--- src/rtl/branch_resolve_pkg.sv ---
// Shared types and constants for the branch-resolve slice: slot layout,
// address width, counter width and the sequential PC increment.
package branch_resolve_pkg;

  localparam int BR_XLEN  = 32;
  localparam int BR_CNT_W = 32;

  // Fall-through distance for a non-taken / non-branch instruction.
  localparam logic [BR_XLEN-1:0] BR_PC_INC = BR_XLEN'(4);

  // One in-flight fetch prediction travelling with its instruction.
  typedef struct packed {
    logic               valid;
    logic [BR_XLEN-1:0] pc;
    logic               pred;
    logic [BR_XLEN-1:0] target;
    logic               btbhit;
  } slot_t;

  localparam slot_t SLOT_RESET = '0;

  function automatic slot_t make_slot(input logic [BR_XLEN-1:0] pc,
                                      input logic               pred,
                                      input logic [BR_XLEN-1:0] target,
                                      input logic               btbhit);
    slot_t s;
    s.valid  = 1'b1;
    s.pc     = pc;
    s.pred   = pred;
    s.target = target;
    s.btbhit = btbhit;
    return s;
  endfunction

endpackage

--- src/rtl/branch_resolve_if.sv ---
// Bus between the fetch/decode/execute pipeline and the branch-resolve block.
// master = pipeline side, slave = branch_resolve.
interface branch_resolve_if
  import branch_resolve_pkg::*;
#(
  parameter int XLEN  = BR_XLEN,
  parameter int CNT_W = BR_CNT_W
);

  // fetch-stage prediction
  logic             F_PC_valid_unused_placeholder_n;
  logic [XLEN-1:0]  F_PC;
  logic             F_Predict;
  logic [XLEN-1:0]  F_PCPredict;
  logic             F_BtbHit;
  // pipeline control
  logic             StallD;
  logic             StallE;
  // execute-stage resolution
  logic             E_Branch;
  logic             E_Taken;
  logic [XLEN-1:0]  E_PCBranch;
  // flush / redirect
  logic             Mispredict;
  logic [XLEN-1:0]  RedirectPC;
  logic             FlushD;
  logic             FlushE;
  // predictor update port
  logic             UpdValid;
  logic [XLEN-1:0]  UpdPC;
  logic [XLEN-1:0]  UpdTarget;
  logic             UpdTaken;
  // performance counters
  logic [CNT_W-1:0] BranchCount;
  logic [CNT_W-1:0] MispredCount;

  modport master (
    output F_PC, F_Predict, F_PCPredict, F_BtbHit, StallD, StallE,
           E_Branch, E_Taken, E_PCBranch,
    input  Mispredict, RedirectPC, FlushD, FlushE,
           UpdValid, UpdPC, UpdTarget, UpdTaken, BranchCount, MispredCount
  );

  modport slave (
    input  F_PC, F_Predict, F_PCPredict, F_BtbHit, StallD, StallE,
           E_Branch, E_Taken, E_PCBranch,
    output Mispredict, RedirectPC, FlushD, FlushE,
           UpdValid, UpdPC, UpdTarget, UpdTaken, BranchCount, MispredCount
  );

endinterface

--- src/rtl/branch_resolve_pred_slot.sv ---
// One prediction slot register mirroring a pipeline register.
// Priority: kill (valid cleared) > hold > bubble (valid cleared) > load.
// Kill and bubble only drop valid; the payload fields keep their old values.
module branch_resolve_pred_slot
  import branch_resolve_pkg::*;
(
  input  logic  Clk,
  input  logic  Rst,
  input  logic  kill_i,
  input  logic  hold_i,
  input  logic  bubble_i,
  input  slot_t load_i,
  output slot_t slot_o
);

  slot_t slot_q, slot_d;

  // Next-slot selection by control priority.
  always_comb begin
    slot_d = slot_q;
    if (kill_i) begin
      slot_d.valid = 1'b0;
    end else if (!hold_i) begin
      if (bubble_i) begin
        slot_d.valid = 1'b0;
      end else begin
        slot_d = load_i;
      end
    end
  end

  // Slot register, cleared asynchronously.
  always_ff @(posedge Clk or posedge Rst) begin
    if (Rst) begin
      slot_q <= SLOT_RESET;
    end else begin
      slot_q <= slot_d;
    end
  end

  assign slot_o = slot_q;

endmodule

--- src/rtl/branch_resolve.sv ---
// Execute-stage branch resolution: carries fetch predictions through D and E,
// detects mispredictions, drives flush/redirect, emits a registered predictor
// update pulse and keeps saturating branch/mispredict counters.
// The slot struct is sized by BR_XLEN, so XLEN must stay equal to BR_XLEN.
module branch_resolve
  import branch_resolve_pkg::*;
#(
  parameter int XLEN  = BR_XLEN,
  parameter int CNT_W = BR_CNT_W
) (
  input logic             Clk,
  input logic             Rst,
  branch_resolve_if.slave bus
);

  slot_t            sd_q, se_q, sd_load;
  logic             resolve, mispredict, upd_fire;
  logic             dir_wrong, tgt_wrong;
  logic [XLEN-1:0]  redirect_pc;
  logic             upd_valid_q;
  logic [XLEN-1:0]  upd_pc_q, upd_target_q;
  logic             upd_taken_q;
  logic [CNT_W-1:0] branch_cnt_q, mispred_cnt_q;
  // BTB hit travels with the slot for downstream consumers; nothing here reads it.
  logic             unused_btbhit;

  function automatic logic [CNT_W-1:0] sat_inc(input logic [CNT_W-1:0] v);
    return (&v) ? v : v + CNT_W'(1);
  endfunction

  assign sd_load       = make_slot(bus.F_PC, bus.F_Predict, bus.F_PCPredict, bus.F_BtbHit);
  assign unused_btbhit = se_q.btbhit;

  // D slot: loads from fetch unless D stalls; killed on mispredict.
  branch_resolve_pred_slot u_slot_d (
    .Clk      (Clk),
    .Rst      (Rst),
    .kill_i   (mispredict),
    .hold_i   (bus.StallD),
    .bubble_i (1'b0),
    .load_i   (sd_load),
    .slot_o   (sd_q)
  );

  // E slot: takes D's slot, or a bubble when D stalls but E advances.
  branch_resolve_pred_slot u_slot_e (
    .Clk      (Clk),
    .Rst      (Rst),
    .kill_i   (mispredict),
    .hold_i   (bus.StallE),
    .bubble_i (bus.StallD),
    .load_i   (sd_q),
    .slot_o   (se_q)
  );

  // Compare the carried prediction against the resolved outcome in E.
  always_comb begin
    resolve    = se_q.valid & ~bus.StallE;
    dir_wrong  = bus.E_Taken != se_q.pred;
    tgt_wrong  = bus.E_Taken & (se_q.target != bus.E_PCBranch);
    // A non-branch that was predicted taken is an aliased BTB hit: redirect it.
    mispredict = resolve & (bus.E_Branch ? (dir_wrong | tgt_wrong) : se_q.pred);
    upd_fire   = resolve & bus.E_Branch;
  end

  // Correct next PC; forced to zero whenever there is no mispredict.
  always_comb begin
    redirect_pc = '0;
    if (mispredict) begin
      redirect_pc = (bus.E_Branch & bus.E_Taken) ? bus.E_PCBranch : se_q.pc + BR_PC_INC;
    end
  end

  // Predictor update register: one pulse per resolved branch, data held otherwise.
  always_ff @(posedge Clk or posedge Rst) begin
    if (Rst) begin
      upd_valid_q  <= 1'b0;
      upd_pc_q     <= '0;
      upd_target_q <= '0;
      upd_taken_q  <= 1'b0;
    end else begin
      upd_valid_q <= upd_fire;
      if (upd_fire) begin
        upd_pc_q     <= se_q.pc;
        upd_target_q <= bus.E_PCBranch;
        upd_taken_q  <= bus.E_Taken;
      end
    end
  end

  // Saturating performance counters.
  always_ff @(posedge Clk or posedge Rst) begin
    if (Rst) begin
      branch_cnt_q  <= '0;
      mispred_cnt_q <= '0;
    end else begin
      if (upd_fire)   branch_cnt_q  <= sat_inc(branch_cnt_q);
      if (mispredict) mispred_cnt_q <= sat_inc(mispred_cnt_q);
    end
  end

  assign bus.Mispredict   = mispredict;
  assign bus.RedirectPC   = redirect_pc;
  assign bus.FlushD       = mispredict;
  assign bus.FlushE       = mispredict;
  assign bus.UpdValid     = upd_valid_q;
  assign bus.UpdPC        = upd_pc_q;
  assign bus.UpdTarget    = upd_target_q;
  assign bus.UpdTaken     = upd_taken_q;
  assign bus.BranchCount  = branch_cnt_q;
  assign bus.MispredCount = mispred_cnt_q;

endmodule

--- src/flat_wrapper.sv ---
// flat-port wrapper written by rule: the top's interface ports become plain ports
module branch_resolve_flat import branch_resolve_pkg::*;
#(
  parameter int XLEN  = BR_XLEN,
  parameter int CNT_W = BR_CNT_W
)
  (Clk, Rst, bus_F_PC, bus_F_Predict, bus_F_PCPredict, bus_F_BtbHit, bus_StallD, bus_StallE, bus_E_Branch, bus_E_Taken, bus_E_PCBranch, bus_Mispredict, bus_RedirectPC, bus_FlushD, bus_FlushE, bus_UpdValid, bus_UpdPC, bus_UpdTarget, bus_UpdTaken, bus_BranchCount, bus_MispredCount);
  branch_resolve_if #(.XLEN(XLEN), .CNT_W(CNT_W)) bus_i ();
  input logic Clk;
  input logic Rst;
  input wire logic [$bits(bus_i.F_PC)-1:0] bus_F_PC;
  input wire logic [$bits(bus_i.F_Predict)-1:0] bus_F_Predict;
  input wire logic [$bits(bus_i.F_PCPredict)-1:0] bus_F_PCPredict;
  input wire logic [$bits(bus_i.F_BtbHit)-1:0] bus_F_BtbHit;
  input wire logic [$bits(bus_i.StallD)-1:0] bus_StallD;
  input wire logic [$bits(bus_i.StallE)-1:0] bus_StallE;
  input wire logic [$bits(bus_i.E_Branch)-1:0] bus_E_Branch;
  input wire logic [$bits(bus_i.E_Taken)-1:0] bus_E_Taken;
  input wire logic [$bits(bus_i.E_PCBranch)-1:0] bus_E_PCBranch;
  output wire logic [$bits(bus_i.Mispredict)-1:0] bus_Mispredict;
  output wire logic [$bits(bus_i.RedirectPC)-1:0] bus_RedirectPC;
  output wire logic [$bits(bus_i.FlushD)-1:0] bus_FlushD;
  output wire logic [$bits(bus_i.FlushE)-1:0] bus_FlushE;
  output wire logic [$bits(bus_i.UpdValid)-1:0] bus_UpdValid;
  output wire logic [$bits(bus_i.UpdPC)-1:0] bus_UpdPC;
  output wire logic [$bits(bus_i.UpdTarget)-1:0] bus_UpdTarget;
  output wire logic [$bits(bus_i.UpdTaken)-1:0] bus_UpdTaken;
  output wire logic [$bits(bus_i.BranchCount)-1:0] bus_BranchCount;
  output wire logic [$bits(bus_i.MispredCount)-1:0] bus_MispredCount;
  assign bus_i.F_PC = bus_F_PC;
  assign bus_i.F_Predict = bus_F_Predict;
  assign bus_i.F_PCPredict = bus_F_PCPredict;
  assign bus_i.F_BtbHit = bus_F_BtbHit;
  assign bus_i.StallD = bus_StallD;
  assign bus_i.StallE = bus_StallE;
  assign bus_i.E_Branch = bus_E_Branch;
  assign bus_i.E_Taken = bus_E_Taken;
  assign bus_i.E_PCBranch = bus_E_PCBranch;
  assign bus_Mispredict = bus_i.Mispredict;
  assign bus_RedirectPC = bus_i.RedirectPC;
  assign bus_FlushD = bus_i.FlushD;
  assign bus_FlushE = bus_i.FlushE;
  assign bus_UpdValid = bus_i.UpdValid;
  assign bus_UpdPC = bus_i.UpdPC;
  assign bus_UpdTarget = bus_i.UpdTarget;
  assign bus_UpdTaken = bus_i.UpdTaken;
  assign bus_BranchCount = bus_i.BranchCount;
  assign bus_MispredCount = bus_i.MispredCount;
  branch_resolve #(.XLEN(XLEN), .CNT_W(CNT_W)) u_core (.Clk(Clk), .Rst(Rst), .bus(bus_i));
endmodule
--- config.mk ---
export PLATFORM = sky130hd
export DESIGN_NAME = branch_resolve_flat
export DESIGN_NICKNAME = d
export VERILOG_FILES = /design/src/rtl/branch_resolve_pkg.sv /design/src/rtl/branch_resolve_if.sv /design/src/rtl/branch_resolve_pred_slot.sv /design/src/rtl/branch_resolve.sv /design/src/flat_wrapper.sv
export SDC_FILE = /design/constraint.sdc
export NUM_CORES = 1
export LEC_CHECK = 0
export CAP_MARGIN = 20
export CORE_MARGIN = 2
export CORE_UTILIZATION = 40
export DETAILED_ROUTE_END_ITERATION = 10
export PLACE_DENSITY = 0.66
export REMOVE_ABC_BUFFERS = 1
export SYNTH_ARGS = -nofsm -noshare
export SYNTH_HDL_FRONTEND = slang
export SYNTH_SLANG_ARGS = --single-unit
--- constraint.sdc ---
create_clock -name Clk -period 9.96 [get_ports Clk]
set_input_delay 1.992 -clock Clk [delete_from_list [all_inputs] [get_ports Clk]]
set_output_delay 1.992 -clock Clk [all_outputs]
set_load 0.01 [all_outputs]
==> out/qor.log, run 1 <==
[status] outcome finished, final reports clean
[yosys] register area share after synthesis 54.1%
[detailed_routing] routed vias/inst 5.12
[worst_hold_path] class of the worst hold path flip-flop to flip-flop
[setup_path] most common cell type on the critical path sky130_fd_sc_hd__clkdlybuf4s50_1
[floorplanning] Horiz. Die Dim 178 um
[yosys] synthesized area per cell 11.1 um2
[setup_path] chain of cells forming the critical path clkdlybuf4s50_1, and2_1, o21a_1, nand2_2, a211oi_1, clkdlybuf4s50_1
[floorplanning] area inside the core boundary 29700 um2
[pwr] peak ir drop on the vdd network 0.000143 V
[sta] fmax 0.134 GHz
[floorplanning] starting density of the core 40.8%
[place] IO buf count 267
[setup_path] category of the most critical setup path input port to output port
[global_routing] global-route wire length before repair 51.1 mm
[cells_and_area] layout cells sized above 1 13.5%
[setup_path] required time at the endpoint of the critical path 7.97 ns
[clocking] clock tree from TritonCTS yes
[pwr] reported leakage power 7.00 nW
[setup_path] highest-delay cell along the critical path sky130_fd_sc_hd__nand2_2
[run] number of max-cap violations 0
[yosys] synthesized area 12100 um2
[yosys] flops & latches, synth 262
[global_routing] GRT Resource Usage Total 20.7%
[pwr] cell-internal power 2.38 mW
[detailed_routing] via count 8987
[clocking] maximum count of clock buffers along a single path 3
[detailed_routing] Wirelength per Cell 18.6 um
[clocking] hold-fix buffer count after cts 0
[clocking] Post CTS Setup Buffer Count 0
[yosys] post-synthesis cell type count 46
[sta] Least-Margin Pin Slew 0.960 ns
[yosys] Synth Instances 1087
[sta] final number of setup-violating endpoints 0
[sta] final period utilization 75.1%
[clocking] clock tree sinks 262
[place] last weighted congestion value of the routability-driven placer 0.817
[global_routing] total global routing overflow 0
[yosys] Synthesis Warnings 0
[cells_and_area] total number of nets in the final design 1449
[place] placed wire-length estimate after detailed placement 22.1 mm
[sta] largest clock skew in the final design 0.0151 ns
[setup_path] data arrival time of the critical path 5.49 ns
[setup_path] worst-path fanout max 34
[sta] Hold Fails Final Rpt 0
[pwr] Clock Power Share 31.1%
[pwr] switching power of the nets 0.957 mW
[pwr] relative contribution of sequential cells to total power 44.2%
[global_routing] via count of the first global-routing pass 9069
[sta] setup repair after global routing missed its margin no
[clocking] H-Tree Depth 1
[setup_path] max incr delay on CP 0.65 ns
[clocking] clock slew at reported path FFs 0.06 ns
[clocking] CTS Root Buffer Type sky130_fd_sc_hd__clkbuf_16
[sta] max-slew headroom at the worst pin 35.3%
[floorplanning] count of boundary I/O pins 269
[global_routing] largest net degree at the start of global routing 115
[sta] clock period minus worst slack 7.48 ns
[sta] Setup TNS 0 ns
[detailed_routing] Detailed Route Iter0 Violations 611
[floorplanning] height of the die 178 um
[global_routing] number of antenna violations at the first check in global routing 2
[cells_and_area] signed area change from the synthesized netlist to the final layout 32.4%
[clocking] worst-skew pair later-pin latency 0.55 ns
[clocking] number of buffers created by CTS 29
[detailed_routing] first-pass iteration count of the detailed router 5
[detailed_routing] antenna violation net count after detailed routing 0
[setup_path] element type at the critical path start input port
[clocking] Resized cells post-CTS 0
[setup_path] nature of the critical path endpoint output port
[sta] Slew Limit Fails 0
[sta] final worst hold slack 0.472 ns
[detailed_routing] aggregate routed wire length 32.7 mm
[floorplanning] standard-cell rows 63
[pwr] cell area power density 208 nW/um2
[detailed_routing] post-detailed-route DRC marker count 0
[pwr] switching power share of the total 28.7%
[pwr] proportion of power drawn by combinational gates 24.7%
[cells_and_area] Filler Cells Inserted 2615
[floorplanning] die footprint 31700 um2
-- layout by cell type (no fill, tap or decap), types with 5 or more instances in the layout --
cell,instances
sky130_fd_sc_hd__clkbuf_16,29
sky130_fd_sc_hd__clkbuf_8,10
sky130_fd_sc_hd__a211oi_1,29
sky130_fd_sc_hd__clkbuf_1,6
sky130_fd_sc_hd__and4_1,13
sky130_fd_sc_hd__buf_4,8
sky130_fd_sc_hd__xnor2_1,77
sky130_fd_sc_hd__a21oi_1,5
sky130_fd_sc_hd__xor2_1,42
sky130_fd_sc_hd__nand3_1,45
sky130_fd_sc_hd__inv_1,8
sky130_fd_sc_hd__clkdlybuf4s50_1,267
sky130_fd_sc_hd__and3_1,20
sky130_fd_sc_hd__and2_1,10
sky130_fd_sc_hd__mux2_1,12
sky130_fd_sc_hd__dfrtp_1,262
sky130_fd_sc_hd__nor3_1,21
sky130_fd_sc_hd__mux2_2,69
sky130_fd_sc_hd__mux2_4,50
sky130_fd_sc_hd__nand4_1,35
sky130_fd_sc_hd__nand2_1,232
sky130_fd_sc_hd__nor2_1,59
-- worst paths after layout --
path,start,to,slack [ns],cells after the start
hold reg to reg,u_core.bus.UpdPC[16]$_DFFE_PP0P_,u_core.bus.UpdPC[16]$_DFFE_PP0P_,0.47,2
hold / removal,u_core.bus.UpdPC[16]$_DFFE_PP0P_,u_core.bus.UpdPC[16]$_DFFE_PP0P_,0.47,2
setup reg to reg,u_core.u_slot_e.slot_o[19]$_DFFE_PP0P_,u_core.u_slot_d.slot_o[59]$_DFFE_PP0P_,6.52,7
setup / recovery,bus_E_Branch,bus_RedirectPC[15],2.48,6
min in group asynchronous,Rst,u_core.bus.UpdValid$_DFF_PP0_,1.98,2
max in group asynchronous,Rst,u_core.u_slot_d.slot_o[60]$_DFFE_PP0P_,6.46,3
-- cell usage after synthesis, drive strengths merged --
master	count	area share, %
nor2b	1	0.052
a32o	1	0.083
inv	10	0.31
o211ai	1	0.062
nand3	45	1.9
and2	10	0.52
ha	3	0.31
o21a	1	0.062
xor2	42	3.0
or3	3	0.15
nand4	35	1.8
xnor2	77	5.6
a211o	1	0.072
or4b	1	0.083
nor4	6	0.41
dfrtp	262	54
o21ai	5	0.24
nor3b	2	0.12
and4b	1	0.083
nor2	59	1.8
and3	20	1.0
buf	25	1.6
nor3	21	0.87
a22oi	1	0.062
nand2	235	7.3
nand2b	1	0.052
o31ai	1	0.062
a211oi	29	1.8
a31oi	4	0.21
clkbuf	27	0.84
or2	2	0.10
nand3b	1	0.062
mux2	131	14
o311ai	2	0.14
a21oi	6	0.25
or4	1	0.062
and4	14	1.0
-- power groups by stage --
stage	registers, mW	clock network (mW)	logic (mW)
CTS	1.48	1.06	0.838
detailed placement	1.49	0	0.832
floorplan	1.51	0	0.392
global route	1.51	1.11	0.902
global placement	1.48	0	0.820
finish	1.48	1.04	0.824
-- cell families after synthesis --
kind of cell	Yosys count	share of synthesized area [%]
compound gates	52	3.04
xor+xnor	119	8.60
fa+ha+maj	3	0.310
buf+inv	62	2.78
flops	262	54.1
mux	131	13.7
simple gates	458	17.4
-- layout make-up --
type                    instances  area [um2]  share of cell area (%)
well taps                     390         488                    3.04
diodes                          3        7.51                  0.0468
clock inverters                 6        37.5                   0.234
clock buffers                  45         886                    5.53
multi-input cells             763        5250                    32.8
inverters                      10        45.0                   0.281
flip-flops and latches        262        6560                    40.9
repair buffers                276        2760                    17.2
-- state kept, by name, summed over array words and instances (netlist names) --
| name | cells |
|---|---|
| u_core.u_slot_d.slot_o | 66 |
| u_core.u_slot_e.slot_o | 66 |
| u_core.bus.BranchCount | 32 |
| u_core.bus.MispredCount | 32 |
| u_core.bus.UpdPC | 32 |
| u_core.bus.UpdTarget | 32 |
| u_core.bus.UpdTaken | 1 |
| u_core.bus.UpdValid | 1 |
-- per-stage QoR --
step	setup WS, ns	std cells	utilization, %	instance area [um2]	total power [mW]
after detailed placement	2.42	1700	50.7	15100	2.32
after global routing	2.27	1753	53.9	16000	3.52
final	2.48	1755	53.9	16000	3.34
after global placement	2.49	1700	50.7	15100	2.30
after floorplan	0.756	1035	-	11800	1.90
after CTS	2.44	1751	53.8	16000	3.37
-- layer usage --
layer | track usage (%) | vias up | wire (um)
li1 | - | 4212 | -
met1 | 27.9 | 4477 | 14400
met2 | 33.6 | 250 | 15400
met3 | 4.97 | 48 | 2320
met4 | 5.02 | 0 | 597
met5 | 0 | - | 0
-- worst max-delay path, delay by kind of cell --
kind | cells | cell delay (ns)
simple gates | 2 | 1.16
buf+inv | 2 | 1.18
compound gates | 2 | 1.14
Power figures use the tool's default switching activity.
==> inputs of run 2 (changes only) <==
==> constraint.sdc (replaced) <==
create_clock -name Clk -period 7.8 [get_ports Clk]
set_input_delay 1.56 -clock Clk [delete_from_list [all_inputs] [get_ports Clk]]
set_output_delay 1.56 -clock Clk [all_outputs]
set_load 0.01 [all_outputs]
==> out/qor.log, run 2 (same netlist as run 1, synthesis figures left out) <==
[status] outcome finished, final reports clean
[cells_and_area] most frequent standard cell in the layout excluding fill and tap cells sky130_fd_sc_hd__clkdlybuf4s50_1
[sta] max-slew headroom at the worst pin 27.6%
[detailed_routing] Wirelength per Cell 18.5 um
[cells_and_area] commonest cells after routing, fill and taps aside sky130_fd_sc_hd__clkdlybuf4s50_1, sky130_fd_sc_hd__dfrtp_1, sky130_fd_sc_hd__nand2_1
[pwr] cell area power density 267 nW/um2
[pwr] switching power share of the total 28.2%
[pwr] switching power of the nets 1.21 mW
[sta] clock period minus worst slack 6.60 ns
[floorplanning] starting density of the core 40.8%
[setup_path] worst r2r dst u_core.u_slot_d.slot_o[44]$_DFFE_PP0P_
[clocking] hold-fix buffer count after cts 0
[clocking] clock tree sinks 262
[setup_path] chain of cells forming the critical path clkdlybuf4s50_1, and2_1, nand3_1, nor4_2, nand4_1, buf_4, nand2_2, inv_1, clkdlybuf4s50_1
[worst_hold_path] hold-critical path depth 2
[setup_path] element type at the critical path start input port
[setup_path] required time at the endpoint of the critical path 6.24 ns
[global_routing] number of antenna violations at the first check in global routing 2
[clocking] Resized cells post-CTS 0
[setup_path] Worst R2R Setup Slack 4.32 ns
[setup_path] nature of the critical path endpoint output port
[detailed_routing] Detailed Route Iter0 Violations 589
[pwr] relative contribution of sequential cells to total power 44.0%
[clocking] clock slew at reported path FFs 0.06 ns
[cells_and_area] area of all sequential standard cells 6560 um2
[sta] largest clock skew in the final design 0.0109 ns
[sta] setup repair after global routing missed its margin no
[worst_hold_path] class of the worst hold path flip-flop to flip-flop
[sta] Slew Limit Fails 0
[sta] fmax 0.151 GHz
[worst_hold_path] Hold Crit Start u_core.bus.UpdPC[1]$_DFFE_PP0P_
[clocking] Post CTS Setup Buffer Count 0
[cells_and_area] area of the multi-input gates 5250 um2
[cells_and_area] layout cells sized above 1 13.1%
[worst_hold_path] worst hold endpoint u_core.bus.UpdPC[1]$_DFFE_PP0P_
[place] IO buf count 267
[clocking] worst-skew pair later-pin latency 0.54 ns
[cells_and_area] Layout Utilization 53.9%
[detailed_routing] antenna violation net count after detailed routing 0
[place] placed wire-length estimate after detailed placement 22.1 mm
[pwr] reported leakage power 7.01 nW
[detailed_routing] aggregate routed wire length 32.5 mm
[sta] Hold Fails Final Rpt 0
[clocking] CTS Root Buffer Type sky130_fd_sc_hd__clkbuf_16
[pwr] peak ir drop on the vdd network 0.000148 V
[floorplanning] area inside the core boundary 29700 um2
[cells_and_area] signed area change from the synthesized netlist to the final layout 32.4%
[floorplanning] standard-cell rows 63
[sta] final worst hold slack 0.473 ns
[global_routing] via count of the first global-routing pass 9083
[sta] final number of setup-violating endpoints 0
[global_routing] largest net degree at the start of global routing 166
[place] last weighted congestion value of the routability-driven placer 0.831
[global_routing] GRT Resource Usage Total 20.5%
[cells_and_area] Filler Cells Inserted 2618
[detailed_routing] via count 8896
[floorplanning] die footprint 31700 um2
[setup_path] FF-to-FF Start u_core.u_slot_e.slot_o[6]$_DFFE_PP0P_
[floorplanning] height of the die 178 um
[run] number of max-cap violations 0
[detailed_routing] first-pass iteration count of the detailed router 5
[global_routing] global-route wire length before repair 51.0 mm
[pwr] cell-internal power 3.07 mW
[pwr] Clock Power Share 31.4%
[sta] Least-Margin Pin Slew 1.08 ns
[detailed_routing] post-detailed-route DRC marker count 0
[floorplanning] Horiz. Die Dim 178 um
[setup_path] highest-delay cell along the critical path sky130_fd_sc_hd__nand2_2
[global_routing] total global routing overflow 0
[clocking] H-Tree Depth 1
[setup_path] max incr delay on CP 0.71 ns
[floorplanning] count of boundary I/O pins 269
[setup_path] worst-path fanout max 34
[sta] final period utilization 84.7%
[pwr] proportion of power drawn by combinational gates 24.6%
[setup_path] most common cell type on the critical path sky130_fd_sc_hd__clkdlybuf4s50_1
[detailed_routing] routed vias/inst 5.08
[clocking] clock tree from TritonCTS yes
[clocking] number of buffers created by CTS 29
[setup_path] data arrival time of the critical path 5.04 ns
[cells_and_area] total number of nets in the final design 1447
[clocking] maximum count of clock buffers along a single path 3
[setup_path] category of the most critical setup path input port to output port
[setup_path] number of cell instances on the worst register-to-register path 8
==> run 2: changes by cell type in the layout (fill, tap and decap cells not counted), moves of 2 or more <==
cell / previous run / this run
sky130_fd_sc_hd__buf_12: 0 / 2
sky130_fd_sc_hd__clkinvlp_4: 3 / 0
sky130_fd_sc_hd__clkinv_2: 3 / 1
sky130_fd_sc_hd__clkbuf_1: 6 / 10
sky130_fd_sc_hd__buf_4: 8 / 5
==> run 2: power groups by stage <==
stage	combinational (mW)	sequential, mW	clock [mW]
after floorplan	0.500	1.92	0
after global placement	1.05	1.89	0
after detailed placement	1.07	1.90	0
after CTS	1.07	1.89	1.38
after global routing	1.15	1.93	1.44
final	1.05	1.88	1.34
==> run 2: worst max path at each step <==
| stage | start | endpoint | slack [ns] | cells after the start |
|---|---|---|---|---|
| 2_1_floorplan | Rst | u_core.bus.BranchCount[0]$_DFFE_PP0P_ | -0.97 | 1 |
| 3_3_place_gp | bus_E_Branch | bus_FlushD | 1.17 | 9 |
| 3_5_place_dp | bus_E_Branch | bus_Mispredict | 1.14 | 9 |
| 4_1_cts | bus_E_Branch | bus_Mispredict | 1.15 | 9 |
| 5_1_grt | bus_E_Branch | bus_FlushE | 0.96 | 9 |
| 6_report | bus_E_Branch | bus_Mispredict | 1.20 | 9 |
==> run 2: through the flow <==
stage          power (mW)  TNS, ns  worst slack, ns  instance area (um2)  cells
2_1_floorplan        2.42  -254.63           -0.972                11800   1035
3_3_place_gp         2.95        0             1.17                15100   1699
3_5_place_dp         2.97        0             1.14                15100   1699
4_1_cts              4.34        0             1.15                16000   1750
5_1_grt              4.52        0            0.963                16000   1751
6_report             4.28        0             1.20                16000   1752
==> run 2: final cells by class <==
type	count	share of cell area, %
flip-flops and latches	262	40.9
multi-input cells	763	32.8
repair buffers	274	17.2
clock buffers	49	5.62
well taps	390	3.04
inverters	10	0.281
clock inverters	2	0.219
diodes	2	0.0312
==> run 2: worst max-delay path: cells and delay by family <==
family | cells | cell delay, ns
buffers and inverters | 4 | 1.58
AND/OR/NAND/NOR | 5 | 1.87
==> run 2: per-layer routing <==
metal	global-route usage, %	vias up	wire, um
li1	-	4220	-
met1	28.0	4390	14400
met2	32.9	234	15000
met3	5.18	52	2350
met4	4.85	0	735
met5	0	-	0
==> inputs of run 3 (changes only) <==
--- a/config.mk
+++ b/config.mk
@@ -9,7 +9,7 @@
 export CORE_MARGIN = 2
 export CORE_UTILIZATION = 40
 export DETAILED_ROUTE_END_ITERATION = 10
-export PLACE_DENSITY = 0.66
+export PLACE_DENSITY = 0.68
 export REMOVE_ABC_BUFFERS = 1
 export SYNTH_ARGS = -nofsm -noshare
 export SYNTH_HDL_FRONTEND = slang
==> constraint.sdc (replaced) <==
create_clock -name Clk -period 5.9 [get_ports Clk]
set_input_delay 1.18 -clock Clk [delete_from_list [all_inputs] [get_ports Clk]]
set_output_delay 1.18 -clock Clk [all_outputs]
set_load 0.01 [all_outputs]
==> out/qor.log, run 3 (same netlist as run 1, synthesis figures left out) <==
[status] outcome finished, final reports clean
[sta] Slew Limit Fails 0
[clocking] H-Tree Depth 1
[worst_hold_path] class of the worst hold path flip-flop to flip-flop
[sta] setup repair after global routing missed its margin no
[detailed_routing] aggregate routed wire length 32.9 mm
[detailed_routing] Wirelength per Cell 18.7 um
[detailed_routing] Detailed Route Iter0 Violations 579
[detailed_routing] routed vias/inst 5.14
[detailed_routing] post-detailed-route DRC marker count 0
[setup_path] nature of the critical path endpoint output port
[global_routing] total global routing overflow 0
[sta] largest clock skew in the final design 0.0124 ns
[run] number of max-cap violations 0
[sta] final worst hold slack 0.471 ns
[setup_path] highest-delay cell along the critical path sky130_fd_sc_hd__clkdlybuf4s50_1
[global_routing] via count of the first global-routing pass 9095
[setup_path] worst-path fanout max 26
[floorplanning] count of boundary I/O pins 269
[global_routing] global-route wire length before repair 51.1 mm
[sta] Hold Fails Final Rpt 0
[pwr] reported leakage power 7.03 nW
[floorplanning] die footprint 31700 um2
[setup_path] category of the most critical setup path input port to output port
[floorplanning] height of the die 178 um
[floorplanning] standard-cell rows 63
[pwr] peak ir drop on the vdd network 0.000251 V
[clocking] Post CTS Setup Buffer Count 0
[pwr] switching power share of the total 28.9%
[cells_and_area] non-filler instance count after layout 1759
[detailed_routing] via count 9035
[pwr] cell-internal power 4.00 mW
[global_routing] GRT Resource Usage Total 20.7%
[floorplanning] area inside the core boundary 29700 um2
[clocking] clock tree sinks 262
[setup_path] data arrival time of the critical path 3.93 ns
[clocking] hold-fix buffer count after cts 0
[pwr] total power 5.62 mW
[cells_and_area] layout cells sized above 1 13.7%
[cells_and_area] most frequent standard cell in the layout excluding fill and tap cells sky130_fd_sc_hd__clkdlybuf4s50_1
[setup_path] required time at the endpoint of the critical path 4.72 ns
[place] last weighted congestion value of the routability-driven placer 0.789
[setup_path] chain of cells forming the critical path clkdlybuf4s50_1, xnor2_1, nand4_1, nor4_2, nand4_1, nand2_2, buf_12, a211oi_1, clkdlybuf4s50_1
[sta] Setup TNS 0 ns
[floorplanning] Horiz. Die Dim 178 um
[clocking] worst-skew pair later-pin latency 0.54 ns
[place] cell count after placement 1708
[cells_and_area] total number of nets in the final design 1456
[clocking] maximum count of clock buffers along a single path 3
[sta] clock period minus worst slack 5.11 ns
[clocking] CTS Root Buffer Type sky130_fd_sc_hd__clkbuf_16
[detailed_routing] first-pass iteration count of the detailed router 5
[sta] max-slew headroom at the worst pin 36.1%
[place] placed wire-length estimate after detailed placement 22.5 mm
[sta] final number of setup-violating endpoints 0
[clocking] clock slew at reported path FFs 0.06 ns
[sta] Least-Margin Pin Slew 0.958 ns
[place] IO buf count 267
[cells_and_area] signed area change from the synthesized netlist to the final layout 32.4%
[global_routing] largest net degree at the start of global routing 132
[clocking] clock tree from TritonCTS yes
[pwr] relative contribution of sequential cells to total power 44.4%
[setup_path] max incr delay on CP 0.57 ns
[floorplanning] starting density of the core 40.8%
[pwr] switching power of the nets 1.62 mW
[cells_and_area] commonest cells after routing, fill and taps aside sky130_fd_sc_hd__clkdlybuf4s50_1, sky130_fd_sc_hd__dfrtp_1, sky130_fd_sc_hd__nand2_1
[pwr] Clock Power Share 30.4%
[sta] final period utilization 86.7%
[clocking] Resized cells post-CTS 0
[place] worst setup timing slack at the placement stage 0.731 ns
[pwr] proportion of power drawn by combinational gates 25.2%
[pwr] cell area power density 350 nW/um2
[detailed_routing] antenna violation net count after detailed routing 0
[sta] fmax 0.196 GHz
[sta] final setup margin 0.785 ns
[clocking] number of buffers created by CTS 29
[setup_path] element type at the critical path start input port
[global_routing] number of antenna violations at the first check in global routing 3
## run 3: area by class of cell
class | count | area, um2
inverter | 10 | 45.0
clock buffer | 45 | 866
sequential | 262 | 6560
timing repair buffer | 283 | 2810
antenna | 1 | 2.50
fill | 2650 | 13700
clock inverter | 5 | 28.8
tap | 390 | 488
multi-input combinational | 763 | 5250
## run 3: worst max-delay path, delay by kind of cell
family | cells | cell delay (ns)
and+or+nand+nor | 4 | 1.13
xor gates and xnor gates | 1 | 0.16
buffers and inverters | 3 | 1.38
AOI/OAI and AO/OA | 1 | 0.07
## run 3: per-stage QoR
stage	instance area [um2]	utilization [%]
after CTS	16000	54.0
after global placement	15100	51.0
after global routing	16000	54.0
after detailed placement	15100	51.0
final	16000	54.0
after floorplan	11800	-
## run 3: worst paths after layout
check,startpoint,to,slack (ns),depth (start not counted)
max,bus_E_PCBranch[4],bus_RedirectPC[9],0.79,9
min reg2reg,u_core.bus.UpdPC[28]$_DFFE_PP0P_,u_core.bus.UpdPC[28]$_DFFE_PP0P_,0.47,2
min,u_core.bus.UpdPC[28]$_DFFE_PP0P_,u_core.bus.UpdPC[28]$_DFFE_PP0P_,0.47,2
max in group asynchronous,Rst,u_core.bus.UpdPC[6]$_DFFE_PP0P_,3.51,3
min in group asynchronous,Rst,u_core.bus.UpdTarget[13]$_DFFE_PP0P_,1.21,2
max reg2reg,u_core.u_slot_e.slot_o[5]$_DFFE_PP0P_,u_core.u_slot_d.slot_o[20]$_DFFE_PP0P_,2.85,8
## run 3: metal layers
metal  track usage, %  wire [um]  vias to the layer above
met5                0         30                        -
met4             4.10        567                        4
met3             5.48       2490                       40
met2             33.5      15500                      269
met1             28.1      14400                     4492
li1                 -          -                     4230
## run 3: power groups by stage
stage                     registers [mW]  clock network, mW  logic (mW)
after floorplan                     2.54                  0       0.662
after global placement              2.51                  0        1.40
after detailed placement            2.52                  0        1.43
after CTS                           2.50               1.75        1.44
after global routing                2.55               1.83        1.54
final                               2.50               1.71        1.41
==> edit: new RTL, flow settings as in run 3 <==
Set the package constant `BR_XLEN` to 36 (it was 32).
--- a/src/rtl/branch_resolve_pkg.sv
+++ b/src/rtl/branch_resolve_pkg.sv
@@ -2,7 +2,7 @@
 // address width, counter width and the sequential PC increment.
 package branch_resolve_pkg;
 
-  localparam int BR_XLEN  = 32;
+  localparam int BR_XLEN  = 36;
   localparam int BR_CNT_W = 32;
 
   // Fall-through distance for a non-taken / non-branch instruction.
Ports: changed (6 resized); port bits go from 269 to 293. The function was not compared with the original's and may differ.
==> edit against run 3 <==
  * Sequential power is 8.8% higher
  * Sequential cell count is 24 higher
  * Total power is 10% higher
  * Setup slack worse by 0.46 ns
  * Wire length is 7.4% higher
  * Synthesized area is 5.7% higher
  * Critical path type unchanged
  * Cell area is 7.6% higher
  * Cell count is 6.9% higher
==> edit: results (changes against run 3) <==
Parameter                              Value

GRT
  Wire length of the first global-routing pass ... 55700 µm (+8.9%)
  Met3 usage ... 3.40% (-2.1 points)
  Vias in the first global route ... 9677 (+6.4%)
  Met1 usage ... 29.4% (+1.3 points)
  Overall routing resource usage ... 21.1% (+0.41 points)

Placement
  Number of port buffers ... 291 (+9.0%)
  Final Wtd Congestion ... 0.850 (+7.8%)
  Post-detail-place hpwl ... 24900 µm (+11%)

Layout
  Total number of nets in the final design ... 1575 (+8.2%)
  Layout cell share with drive strength beyond 1 ... 15.5% (+1.8 points)

Worst setup path
  CP max FO ... 27 (+3.8%)
  Delay of the slowest cell on the worst path ... 0.63 ns (+0.06 ns)
  Beginning of the critical path ... bus_E_PCBranch[18]
  Slowest library cell on the worst path ... sky130_fd_sc_hd__or4_1
  Startpoint of the worst register-to-register path ... u_core.u_slot_e.slot_o[19]$_DFFE_PP0P_
  Last element of the critical path ... bus_RedirectPC[26]
  Capture point of the worst reg-to-reg path ... u_core.u_slot_d.slot_o[64]$_DFFE_PP0P_

Synth
  Arithmetic-cell share of the synthesized area counting full adders, half adders and majority gates ... 0.293% (-0.017 points)
  Distinct cells, synth ... 38 (-17%)
  Share of synthesized area occupied by flip-flops and latches ... 55.9% (+1.8 points)
  Parity-gate share of the synthesized area counting xor and xnor cells ... 8.62% (+0.018 points)
  Leading cell types by total area after synthesis ... sky130_fd_sc_hd__dfrtp_1 (56%), sky130_fd_sc_hd__mux2_2 (12%), sky130_fd_sc_hd__nand2_1 (7.5%)

Pwr
  Switching power summed over all nets ... 1780 µW (+9.6%)
  Overall Power ... 6200 µW (+10%)
  Reported leakage power ... 0.00738 µW (+5.0%)

Drt
  1st-iter DRT viols ... 490 (-15%)
  Routed length on met2 ... 16600 µm (+7.5%)
  Met3 routed wirelength ... 1880 µm (-24%)
  Routed metal-1 wirelength ... 16100 µm (+12%)
  Via density ... 5.14 (about the same)

Hold path
  Worst Hold Endpoint ... u_core.bus.UpdTarget[35]$_DFFE_PP0P_
  Hold_sp ... u_core.bus.UpdTarget[35]$_DFFE_PP0P_

CTS
  Clock latency on the worst-skew pair ... 0.56 ns (+0.02 ns)

Outcome
  Run status ... finished, final reports clean

STA
  Transition time at the pin with the least slew margin ... 1.11 ns (+0.149 ns)
## edit: cell types whose count changed in the layout (fill, tap and decap cells not counted), sizes merged, moves of 17 or more
| cell | run 3 | this run |
|---|---|---|
| xnor2 | 77 | 56 |
| xor2 | 42 | 70 |
| mux2 | 131 | 148 |
| nor4 | 6 | 26 |
| dfrtp | 262 | 286 |
| clkdlybuf4s50 | 267 | 291 |
| nand2 | 235 | 255 |
## edit: through the flow
step	area, µm²	utilization (%)	hold WS [ns]	worst slack (ns)	cells
final	17300	54.7	0.470	0.328	1881
after global routing	17300	54.7	0.492	0.231	1880
after CTS	17300	54.7	0.476	0.328	1880
after detailed placement	16200	51.4	0.461	0.326	1825
after global placement	16200	51.4	0.457	0.352	1825
after floorplan	12500	-	0.454	-3.17	1109
## edit: final cells by class
type,instances,area share (%)
Antenna cell,1,0.0145
Clock buffer,42,5.26
Clock inverter,13,0.826
Inverter,14,0.348
Multi-Input combinational cell,809,31.2
Sequential cell,286,41.5
Tap cell,402,2.91
Timing Repair Buffer,314,18.0
